<file path="config.mk">
export PLATFORM = sky130hd
export DESIGN_NAME = mem_port_arbiter
export DESIGN_NICKNAME = d
export VERILOG_FILES = /design/src/rtl/mem_port_arbiter.sv
export SDC_FILE = /design/constraint.sdc
export NUM_CORES = 1
export LEC_CHECK = 0
export ABC_AREA = 0
export CAP_MARGIN = 20
export CORE_MARGIN = 3
export CORE_UTILIZATION = 30
export DETAILED_ROUTE_END_ITERATION = 16
export PLACE_DENSITY = 0.68
export SLEW_MARGIN = 20
export SYNTH_ARGS = -nofsm -noshare
export SYNTH_HDL_FRONTEND = slang
export SYNTH_SLANG_ARGS = --single-unit
</file>
<file path="constraint.sdc">
create_clock -name clk -period 2.8 [get_ports clk]
set_input_delay 0.28 -clock clk [delete_from_list [all_inputs] [get_ports clk]]
set_output_delay 0.28 -clock clk [all_outputs]
set_load 0.02 [all_outputs]
</file>
<file path="src/rtl/mem_port_arbiter.sv">
// Arbitrates N_CH valid/good requestor channels onto one downstream memory port.
// One transaction is outstanding at a time; the grant is round-robin or fixed priority.
module mem_port_arbiter #(
    parameter int unsigned N_CH = 2,
    parameter int unsigned AW   = 32,
    parameter int unsigned DW   = 32,
    parameter int unsigned RR   = 1,
    localparam int unsigned IdW = (N_CH > 1) ? $clog2(N_CH) : 1
) (
    input  logic                 clk,
    input  logic                 reset,
    input  logic [N_CH-1:0]      s_valid,
    input  logic [N_CH*AW-1:0]   s_addr,
    input  logic [N_CH*DW-1:0]   s_writeData,
    input  logic [N_CH-1:0]      s_memRead,
    input  logic [N_CH-1:0]      s_memWrite,
    input  logic [N_CH*2-1:0]    s_maskMode,
    input  logic [N_CH-1:0]      s_sext,
    output logic [N_CH-1:0]      s_good,
    output logic [DW-1:0]        s_readData,
    output logic                 m_valid,
    output logic [AW-1:0]        m_addr,
    output logic [DW-1:0]        m_writeData,
    output logic                 m_memRead,
    output logic                 m_memWrite,
    output logic [1:0]           m_maskMode,
    output logic                 m_sext,
    input  logic                 m_good,
    input  logic [DW-1:0]        m_readData,
    output logic [IdW-1:0]       grant_id
);

    typedef enum logic [1:0] {
        StIdle,
        StIssue,
        StResp
    } state_e;

    state_e         state_q, state_d;
    logic [IdW-1:0] rr_ptr_q, rr_ptr_d;
    logic [IdW-1:0] grant_q, grant_d;

    logic           m_valid_q, m_valid_d;
    logic [AW-1:0]  m_addr_q, m_addr_d;
    logic [DW-1:0]  m_wdata_q, m_wdata_d;
    logic           m_rd_q, m_rd_d;
    logic           m_wr_q, m_wr_d;
    logic [1:0]     m_mask_q, m_mask_d;
    logic           m_sext_q, m_sext_d;

    logic [N_CH-1:0] s_good_q, s_good_d;
    logic [DW-1:0]   s_rdata_q, s_rdata_d;

    logic [IdW-1:0] winner;
    logic           any_valid;

    logic [AW-1:0]  sel_addr;
    logic [DW-1:0]  sel_wdata;
    logic           sel_rd;
    logic           sel_wr;
    logic [1:0]     sel_mask;
    logic           sel_sext;

    // Winner selection
    always_comb begin
        int unsigned idx;
        winner    = '0;
        any_valid = 1'b0;
        idx       = 0;
        if (RR != 0) begin
            // Search upward from the channel after the last one served, wrapping at N_CH.
            for (int unsigned k = 1; k <= N_CH; k++) begin
                idx = 32'(rr_ptr_q) + k;
                if (idx >= N_CH) begin
                    idx = idx - N_CH;
                end
                if (!any_valid && s_valid[IdW'(idx)]) begin
                    any_valid = 1'b1;
                    winner    = IdW'(idx);
                end
            end
        end else begin
            for (int unsigned i = 0; i < N_CH; i++) begin
                if (!any_valid && s_valid[IdW'(i)]) begin
                    any_valid = 1'b1;
                    winner    = IdW'(i);
                end
            end
        end
    end

    // Request field mux for the winning channel
    always_comb begin
        sel_addr  = '0;
        sel_wdata = '0;
        sel_rd    = 1'b0;
        sel_wr    = 1'b0;
        sel_mask  = '0;
        sel_sext  = 1'b0;
        for (int unsigned i = 0; i < N_CH; i++) begin
            if (winner == IdW'(i)) begin
                sel_addr  = s_addr[i*AW +: AW];
                sel_wdata = s_writeData[i*DW +: DW];
                sel_rd    = s_memRead[i];
                sel_wr    = s_memWrite[i];
                sel_mask  = s_maskMode[i*2 +: 2];
                sel_sext  = s_sext[i];
            end
        end
    end

    // Next-state logic
    always_comb begin
        state_d   = state_q;
        rr_ptr_d  = rr_ptr_q;
        grant_d   = grant_q;
        m_valid_d = m_valid_q;
        m_addr_d  = m_addr_q;
        m_wdata_d = m_wdata_q;
        m_rd_d    = m_rd_q;
        m_wr_d    = m_wr_q;
        m_mask_d  = m_mask_q;
        m_sext_d  = m_sext_q;
        s_good_d  = '0;
        s_rdata_d = s_rdata_q;

        unique case (state_q)
            StIdle: begin
                if (any_valid) begin
                    m_valid_d = 1'b1;
                    m_addr_d  = sel_addr;
                    m_wdata_d = sel_wdata;
                    m_rd_d    = sel_rd;
                    m_wr_d    = sel_wr;
                    m_mask_d  = sel_mask;
                    m_sext_d  = sel_sext;
                    grant_d   = winner;
                    state_d   = StIssue;
                end
            end
            StIssue: begin
                if (m_good) begin
                    m_valid_d = 1'b0;
                    s_rdata_d = m_readData;
                    for (int unsigned i = 0; i < N_CH; i++) begin
                        s_good_d[i] = (grant_q == IdW'(i));
                    end
                    rr_ptr_d = grant_q;
                    state_d  = StResp;
                end
            end
            StResp: begin
                state_d = StIdle;
            end
            default: begin
                state_d = StIdle;
            end
        endcase
    end

    always_ff @(posedge clk) begin
        if (!reset) begin
            state_q   <= StIdle;
            rr_ptr_q  <= IdW'(N_CH - 1);
            grant_q   <= '0;
            m_valid_q <= 1'b0;
            m_addr_q  <= '0;
            m_wdata_q <= '0;
            m_rd_q    <= 1'b0;
            m_wr_q    <= 1'b0;
            m_mask_q  <= '0;
            m_sext_q  <= 1'b0;
            s_good_q  <= '0;
            s_rdata_q <= '0;
        end else begin
            state_q   <= state_d;
            rr_ptr_q  <= rr_ptr_d;
            grant_q   <= grant_d;
            m_valid_q <= m_valid_d;
            m_addr_q  <= m_addr_d;
            m_wdata_q <= m_wdata_d;
            m_rd_q    <= m_rd_d;
            m_wr_q    <= m_wr_d;
            m_mask_q  <= m_mask_d;
            m_sext_q  <= m_sext_d;
            s_good_q  <= s_good_d;
            s_rdata_q <= s_rdata_d;
        end
    end

    assign s_good      = s_good_q;
    assign s_readData  = s_rdata_q;
    assign m_valid     = m_valid_q;
    assign m_addr      = m_addr_q;
    assign m_writeData = m_wdata_q;
    assign m_memRead   = m_rd_q;
    assign m_memWrite  = m_wr_q;
    assign m_maskMode  = m_mask_q;
    assign m_sext      = m_sext_q;
    assign grant_id    = grant_q;

    a_good_onehot: assert property (@(posedge clk) disable iff (!reset) $onehot0(s_good_q));

    a_req_stable: assert property (@(posedge clk) disable iff (!reset)
        (state_q == StIssue && !m_good) |=>
            (m_valid_q && $stable(m_addr_q) && $stable(m_wdata_q) && $stable(m_rd_q)
             && $stable(m_wr_q) && $stable(m_mask_q) && $stable(m_sext_q)));

    a_good_only_after_issue: assert property (@(posedge clk) disable iff (!reset)
        (s_good_q != '0) |-> (state_q == StResp && !m_valid_q));

endmodule

</file>
Yosys cells after proc, flatten, opt, wreduce, memory -nomap -nowiden
Index checks and enable logic that the tools add are counted.
Widths: inputs -> output; s select.
- flip-flop bits (word level): 108
- bits in latches: 0
- bits in writable memories: 0
- bits in read-only memories: 0
- memories kept: 0
- add/subtract/negate cells: 4
- multipliers: 0
- divide/modulo/power cells: 0
- magnitude comparators: 4
- equality and inequality tests: 3
- shift-type cells: 0
- multiplexer cells: 22
- bitwise logic cells: 1
- reductions and logical operators: 9
- operators with widths (kind ; count):
    $mux 32 ; 2
    $mux 1 ; 15
    $mux 2 ; 3
    $reduce_and 2->1 ; 3
    $reduce_and 3->1 ; 2
    $lt 1x2->1 const B ; 2
    $ne 2x2->1 const B ; 2
    $pmux 2 s2 ; 1
    $add 1x2->3 const B ; 1
    $ge 3x2->1 const B ; 1
    $add 1x1->2 const B ; 1
    $eq 2x1->1 const B ; 1
    $ge 2x2->1 const B ; 1
    $logic_not 2->1 ; 1
    $pmux 1 s2 ; 1
    $reduce_bool 2->1 ; 1
    $sub 1x1->1 const B ; 2
    $logic_and 1x1->1 ; 1
    $logic_not 1->1 ; 1
    $not 1->1 ; 1

Depth between registers and ports, before layout
Gate-level depths: netlist of run 1.
- depth after elaboration: 11
- gate-level depth with buffers: 6
- mapped depth without buffers: 3

Least setup slack after synthesis of run 1
No wires, ideal clock.
- path type: input-to-reg
- from: input s_valid[1]
- to: register m_wdata_q[28] (netlist: m_writeData[28])
- arrival time: 1.255 ns
- setup slack: 1.457 ns
- cell stages on the path: 6
- cell sequence: or2_1 > buf_6 > and2_4 > buf_6 > buf_6 > a311oi_2
- longest elaborated chain between the ends: 7
- elaborated cells between the ends (all ways): 12
- ends and longest elaborated chain (what ; RTL line ; text):
    start: declaration ; 12 ; input logic [N_CH-1:0] s_valid,
    $mux 1 (implied by the code) (2 in a row) ; 77 ; if (!any_valid && s_valid[IdW'(idx)]) begin
    $mux 1 ; 77 ;
    $logic_not 1->1 ; 77 ;
    $logic_and 1x1->1 ; 77 ;
    $mux 1 ; 77 ;
    $mux 32 / $reduce_and 2->1 (equally long branches) ; -- ;
    end signal: assignment ; 181 ; m_wdata_q <= m_wdata_d;
    end: declaration ; 45 ; logic [DW-1:0] m_wdata_q, m_wdata_d;
Several ways; a longest one is shown, not always the timed one. The select of a mux whose other input is x is not followed.
A chain may end at the register's enable or synchronous reset.

Worst setup path after layout of run 1
- from: input s_valid[0]
- to: register m_addr_q[25] (netlist: m_addr[25])
- longest elaborated chain between the ends: 7
- elaborated cells between the ends (all ways): 12
- ends and longest elaborated chain (what ; RTL line ; text):
    $mux 1 (implied by the code) (2 in a row) ; 77 ;
    $mux 1 ; 77 ;
    $logic_not 1->1 ; 77 ;
    $logic_and 1x1->1 ; 77 ;
    $mux 1 ; 77 ;
    $mux 32 / $reduce_and 2->1 (equally long branches) ; -- ;
    end signal: assignment ; 180 ; m_addr_q <= m_addr_d;
    end: declaration ; 44 ; logic [AW-1:0] m_addr_q, m_addr_d;
Several ways; a longest one is shown, not always the timed one. The select of a mux whose other input is x is not followed.

==> results of run 1 <==
cells by family (layout without fill, tap and decap cells):
kind of cell | count (synthesis) | in the layout | synth area share [%]
AND/OR/NAND/NOR | 146 | 146 | 12.1
buffers and inverters | 55 | 306 | 5.93
flip-flops | 108 | 108 | 45.5
AO/OA/AOI/OAI | 178 | 178 | 36.5
metrics by stage:
step                      hold slack, ns  cell area, um^2  total power, mW
final                              0.476             7970             4.38
after floorplan                    0.398             4750             2.48
after global placement             0.455             7640             3.09
after global routing               0.499             7970             4.57
after CTS                          0.478             7970             4.43
after detailed placement           0.456             7670             3.12
cell usage after synthesis, types with 2 or more instances:
cell type    n
buf_2        6
a21bo_1      2
a22o_1      33
inv_1        2
nand2_1    138
dfxtp_1    108
buf_6        9
a21oi_1     71
a311oi_2    69
clkbuf_1    37
report_power, final:
group          internal, mW  switching (mW)  leakage, nW
Clock                 0.703           0.600        0.147
Sequential             1.68          0.0863        0.891
Combinational         0.665           0.644         1.84
Total                  3.05            1.33         2.88
worst max path at each step:
| stage | start | to | slack [ns] | depth (start not counted) |
|---|---|---|---|---|
| floorplan | s_valid[1] | m_writeData[28] | 1.46 | 6 |
| global placement | s_valid[0] | m_writeData[8] | 0.46 | 4 |
| detailed placement | s_valid[0] | m_addr[2] | 0.58 | 5 |
| CTS | s_valid[0] | m_addr[2] | 0.97 | 5 |
| global route | s_valid[0] | m_addr[4] | 0.82 | 5 |
| finish | s_valid[0] | m_addr[25] | 0.94 | 5 |
area by class of cell:
cell class	count	share of cell area, %
clock buffer	10	2.87
clock inverter	6	0.879
inverter	3	0.173
multi-input combinational	324	29.1
sequential	108	27.1
tap	211	3.31
timing repair buffer	287	36.5
flip-flops by register name (all words and copies together), names as in the netlist:
register / flops
m_addr: 32
s_readData: 32
rr_ptr_q: 1
grant_id: 1
m_valid: 1
s_good: 2
m_writeData: 32
m_maskMode: 2
m_memWrite: 1
m_memRead: 1
state_q: 2
m_sext: 1
layer usage:
layer	part of all wire (%)	wire length [um]	vias to the layer above
met5	0	0	-
met4	2.9	488	0
met3	8.3	1370	32
met2	49	8120	230
met1	40	6580	2223
li1	-	-	2268
==> qor.txt, run 1 <==
First-pass GRT wire length: 26.3 mm
Min Tclk post-route: 1.86 ns
Maxcap violations: 0
Ant diodes: 0
Layout cells sized above 1: 13.4%
Mapped cell area: 0.00475 mm^2
Arr. time, crit path: 2.12 ns
Largest net degree at the start of global routing: 72
Async SR Flop Fraction: 0%
Crit share post-route: 66.6%
Cts bufs inserted: 9
Setup Viol. Count Final: 0
Layout Skew: 0.0115 ns
I/O pins: 280
Min-delay src: s_readData[18]
Outcome: completed
Fin util: 51.8%
Post-CTS Setup Inserts: 0
Hold path cells: 1
Pleak: 2.88 nW
Syn Inst Count: 487
Most Crowded Layer GR: met2
Via count: 4,753
Clock Sinks: 108
Commonest non-fill, non-tap cell in the layout: clkdlybuf4s50_1
Vias/cell: 5.01
Leading area contributor after synthesis: dfxtp_1
CP Capture Type: register
# fillers: 1,381
Commonest non-fill, non-tap cells in the layout: clkdlybuf4s50_1, nand2_1, dfxtp_1
Kind of critical path: input port to register
Post-DP HPWL: 11.7 mm
Pre-antenna DRT Iters: 4
Initial antenna violation count: 0
Final WL: 16.6 mm
RR Startpoint: state_q[1]
WHS Endpoint: s_readData[18]
Reg area: 0.00216 mm^2
Vias in the first global route: 5,028
Grt total ovfl: 0
CP max stage cell: buf_4
Met1 Use GR: 20.4%
DP Cell Count: 933
Critical-path cell list: clkdlybuf4s50_1 > or2_2 > buf_4 > a21oi_1 > a311oi_2
Nets@finish: 908
Unrepaired setup endpoints after global routing: false
Sequential area share after synthesis: 45.5%
VDD IR-drop max: 337 uV
Setup TNS: 0 ns
H-tree depth: 3
Reg-to-reg setup timing slack: 1.10 ns
Wire per inst: 17.4 um
Die Y-Extent: 132 um
Initial core utilization: 30.9%
Bufs on Longest Clock Path: 2
CP peak stage delay: 0.59 ns
Yosys cell types: 22
Top FF cell, synth: dfxtp_1
Worst Path Buf+Inv: 2
Final cell count without fillers: 949
GPL Wtd Cong: 0.806
Critical Path Fanout Max: 71
Num rows: 45
Clock-pin slew on the worst setup and hold paths: 0.07 ns
WP data required: 3.06 ns
Top cell type's share of synthesized area: 45.5%
DRC: 0
Reg-to-Reg End: m_addr[2]
Core footprint: 0.0154 mm^2
Mapped Nets: 662
DIE AREA: 0.0174 mm^2
Die outline width: 132 um
Slew margin rel.: 46.0%
Hold Vio Cnt, Final: 0
Avg Inst Size Synth: 9.75 um^2
Synthesis-to-finish area growth: 67.8%
Max Slew Vio Count: 0
Clk Latency, worst-skew pair: 0.35 ns
Met2 Use GR: 32.6%
Hold Buf Count CTS: 0
Worst-Margin Slew: 0.811 ns
Main area contributors after synthesis: dfxtp_1, a311oi_2, nand2_1
Hold WC Path Type: register to register
Pwr dens: 550 mW/mm^2
Top delay family on crit path: buffers and inverters
Pre-CTS WS: 0.579 ns
Overall Global Routing Usage: 18.5%
Post-synth EDFFs: 0
Worst setup SP type: input port
# port buffers: 279
Synth warn: 0
Highest Clock Rate: 536 MHz
Number of synthesized register bits: 108
Root Driver: clkbuf_16
Area of the multi-input gates: 0.00232 mm^2
Post-CTS resize count: 0
Initial DRC Count: 204
CTS tree: built
Met3 usage in global routing: 6.56%
PnR worst setup slack: 0.935 ns
R2R cell count: 4
Final ANT Viol Nets: 0
Note: power is estimated with default switching activity, not from simulation.
==> run 2, diff against run 1 <==
Settings changed: PLACE_DENSITY 0.68 to 0.71.
Clock period 2.8 ns to 1.6 ns, I/O delays scaled along.
==> run 2 against run 1 <==
  * Highest routed layer unchanged
  * Die area stayed put
  * First-iteration DRC count is 2.5% lower
  * Sequential power is 75% higher
==> qor.txt, run 2 (synthesis results as in run 1) <==
RR Startpoint: state_q[1]
Die Y-Extent: 132 um (unchanged)
Highest Clock Rate: 652 MHz
Final ANT Viol Nets: 0 (unchanged)
Slew margin rel.: 66.6% (+21 points)
Final WL: 16.4 mm (-1.0%)
Min-delay src: s_addr[21]
CP peak stage delay: 0.65 ns (+0.06 ns)
Worst-Margin Slew: 0.501 ns (-0.310 ns)
Post-DP HPWL: 11.9 mm (+2.2%)
Clock Sinks: 108 (unchanged)
Via count: 4,774 (+0.44%)
# fillers: 1,328 (-3.8%)
Vias in the first global route: 4,904 (-2.5%)
Pleak: 2.95 nW (+2.6%)
First-pass GRT wire length: 26.0 mm (-1.1%)
Num rows: 45 (unchanged)
# port buffers: 279 (unchanged)
Clock-pin slew on the worst setup and hold paths: 0.08 ns (about the same)
CP max stage cell: clkdlybuf4s50_1
Post-CTS Setup Inserts: 0 (unchanged)
Critical-path cell list: clkdlybuf4s50_1
PnR worst setup slack: 0.0659 ns (-0.870 ns)
Worst setup SP type: register
Largest net degree at the start of global routing: 48 (-33%)
Total power: 7.79 mW (+78%)
Clk Latency, worst-skew pair: 0.35 ns (about the same)
DRC: 0 (unchanged)
I/O pins: 280 (unchanged)
Arr. time, crit path: 1.37 ns (-0.75 ns)
Root Driver: clkbuf_16
Commonest non-fill, non-tap cell in the layout: clkdlybuf4s50_1
Die outline width: 132 um (unchanged)
Synthesis-to-finish area growth: 71.0%
Pre-antenna DRT Iters: 4 (unchanged)
Overall Global Routing Usage: 18.3% (-0.25 points)
Initial DRC Count: 199 (-2.5%)
Post-CTS resize count: 0 (unchanged)
WP data required: 1.44 ns (-1.62 ns)
GPL Wtd Cong: 0.767 (-4.8%)
Layout cells sized above 1: 14.8% (+1.4 points)
Min Tclk post-route: 1.53 ns
Kind of critical path: register to output pin
Hold path cells: 3 (+2)
Hold Buf Count CTS: 0 (unchanged)
Hold Vio Cnt, Final: 0 (unchanged)
Commonest non-fill, non-tap cells in the layout: clkdlybuf4s50_1, nand2_1, dfxtp_1
Layout Skew: 0.0101 ns (-0.00137 ns)
Setup Viol. Count Final: 0 (unchanged)
Unrepaired setup endpoints after global routing: false
Cts bufs inserted: 9 (unchanged)
R2R cell count: 4 (unchanged)
Initial core utilization: 30.9% (unchanged)
WHS Endpoint: m_addr[21]
Crit share post-route: 95.9%
Hold WC Path Type: input port to register
Max Slew Vio Count: 0 (unchanged)
Worst hold margin: 0.403 ns (-0.0730 ns)
Vias/cell: 4.97 (-0.81%)
Critical Path Fanout Max: 4 (-94%)
CTS tree: built
Pre-CTS WS: -0.200 ns (-0.779 ns)
Bufs on Longest Clock Path: 2 (unchanged)
VDD IR-drop max: 602 uV (+79%)
Reg-to-reg setup timing slack: 0.23 ns (-0.87 ns)
Core footprint: 0.0154 mm^2 (unchanged)
H-tree depth: 3 (unchanged)
Wire per inst: 17.1 um (-2.3%)
Outcome: completed
Nets@finish: 919 (+1.2%)
Initial antenna violation count: 1 (+1)
CP Capture Type: output pin
Fin util: 52.8% (+1.0 points)
Maxcap violations: 0 (unchanged)
Pwr dens: 959 mW/mm^2 (+74%)
Top delay family on crit path: buffers and inverters
Reg-to-Reg End: m_writeData[6]
DIE AREA: 0.0174 mm^2 (unchanged)
Grt total ovfl: 0 (unchanged)
Worst Path Buf+Inv: 1 (-1)
run 2: changes by cell type in the layout (fill, tap and decap cells not counted), sizes merged:
cell / delta
clkbuf: -1
buf: +11
diode: +1
clkinv: -3
clkinvlp: +2
inv: +2
run 2: how the worst max path moves through the flow:
stage	startpoint	end	slack, ns	cells past startpoint
after global routing	grant_id	grant_id	0.02	1
after global placement	s_valid[1]	m_memWrite	-0.11	5
after floorplan	rr_ptr_q	m_writeData[19]	0.30	6
after CTS	grant_id	grant_id	0.03	1
after detailed placement	s_valid[1]	m_addr[20]	-0.20	5
final	grant_id	grant_id	0.07	1
run 2: area by class of cell:
type / count / area (um^2) / area share (%)
Multi-Input combinational cell: 324 / 2320 / 28.5
Sequential cell: 108 / 2160 / 26.6
Antenna cell: 1 / 2.50 / 0.0308
Timing Repair Buffer: 298 / 3050 / 37.5
Clock inverter: 7 / 87.6 / 1.08
Clock buffer: 9 / 225 / 2.77
Inverter: 3 / 13.8 / 0.169
Tap cell: 211 / 264 / 3.25
run 2: per-layer routing:
metal  vias to the layer above  GRT usage, %  wire length [um]
li1                       2301             -                 -
met1                      2246          21.3              6700
met2                       202          31.7              8140
met3                        25          5.23              1170
met4                         0          7.23               379
met5                         -             0                 0
run 2: metrics by stage:
stage / cells / instance area, um^2 / TNS [ns]
2_1_floorplan: 487 / 4750 / 0
3_3_place_gp: 944 / 7810 / -5.69
3_5_place_dp: 944 / 7810 / -9.16
4_1_cts: 960 / 8120 / 0
5_1_grt: 961 / 8120 / 0
6_report: 961 / 8120 / 0
run 2: power by group:
part,leakage (nW),internal (mW),total (mW),switching (mW)
Clock,0.148,1.25,2.35,1.10
Sequential,0.891,2.94,3.09,0.146
Combinational,1.91,1.22,2.35,1.14
Total,2.95,5.42,7.79,2.38
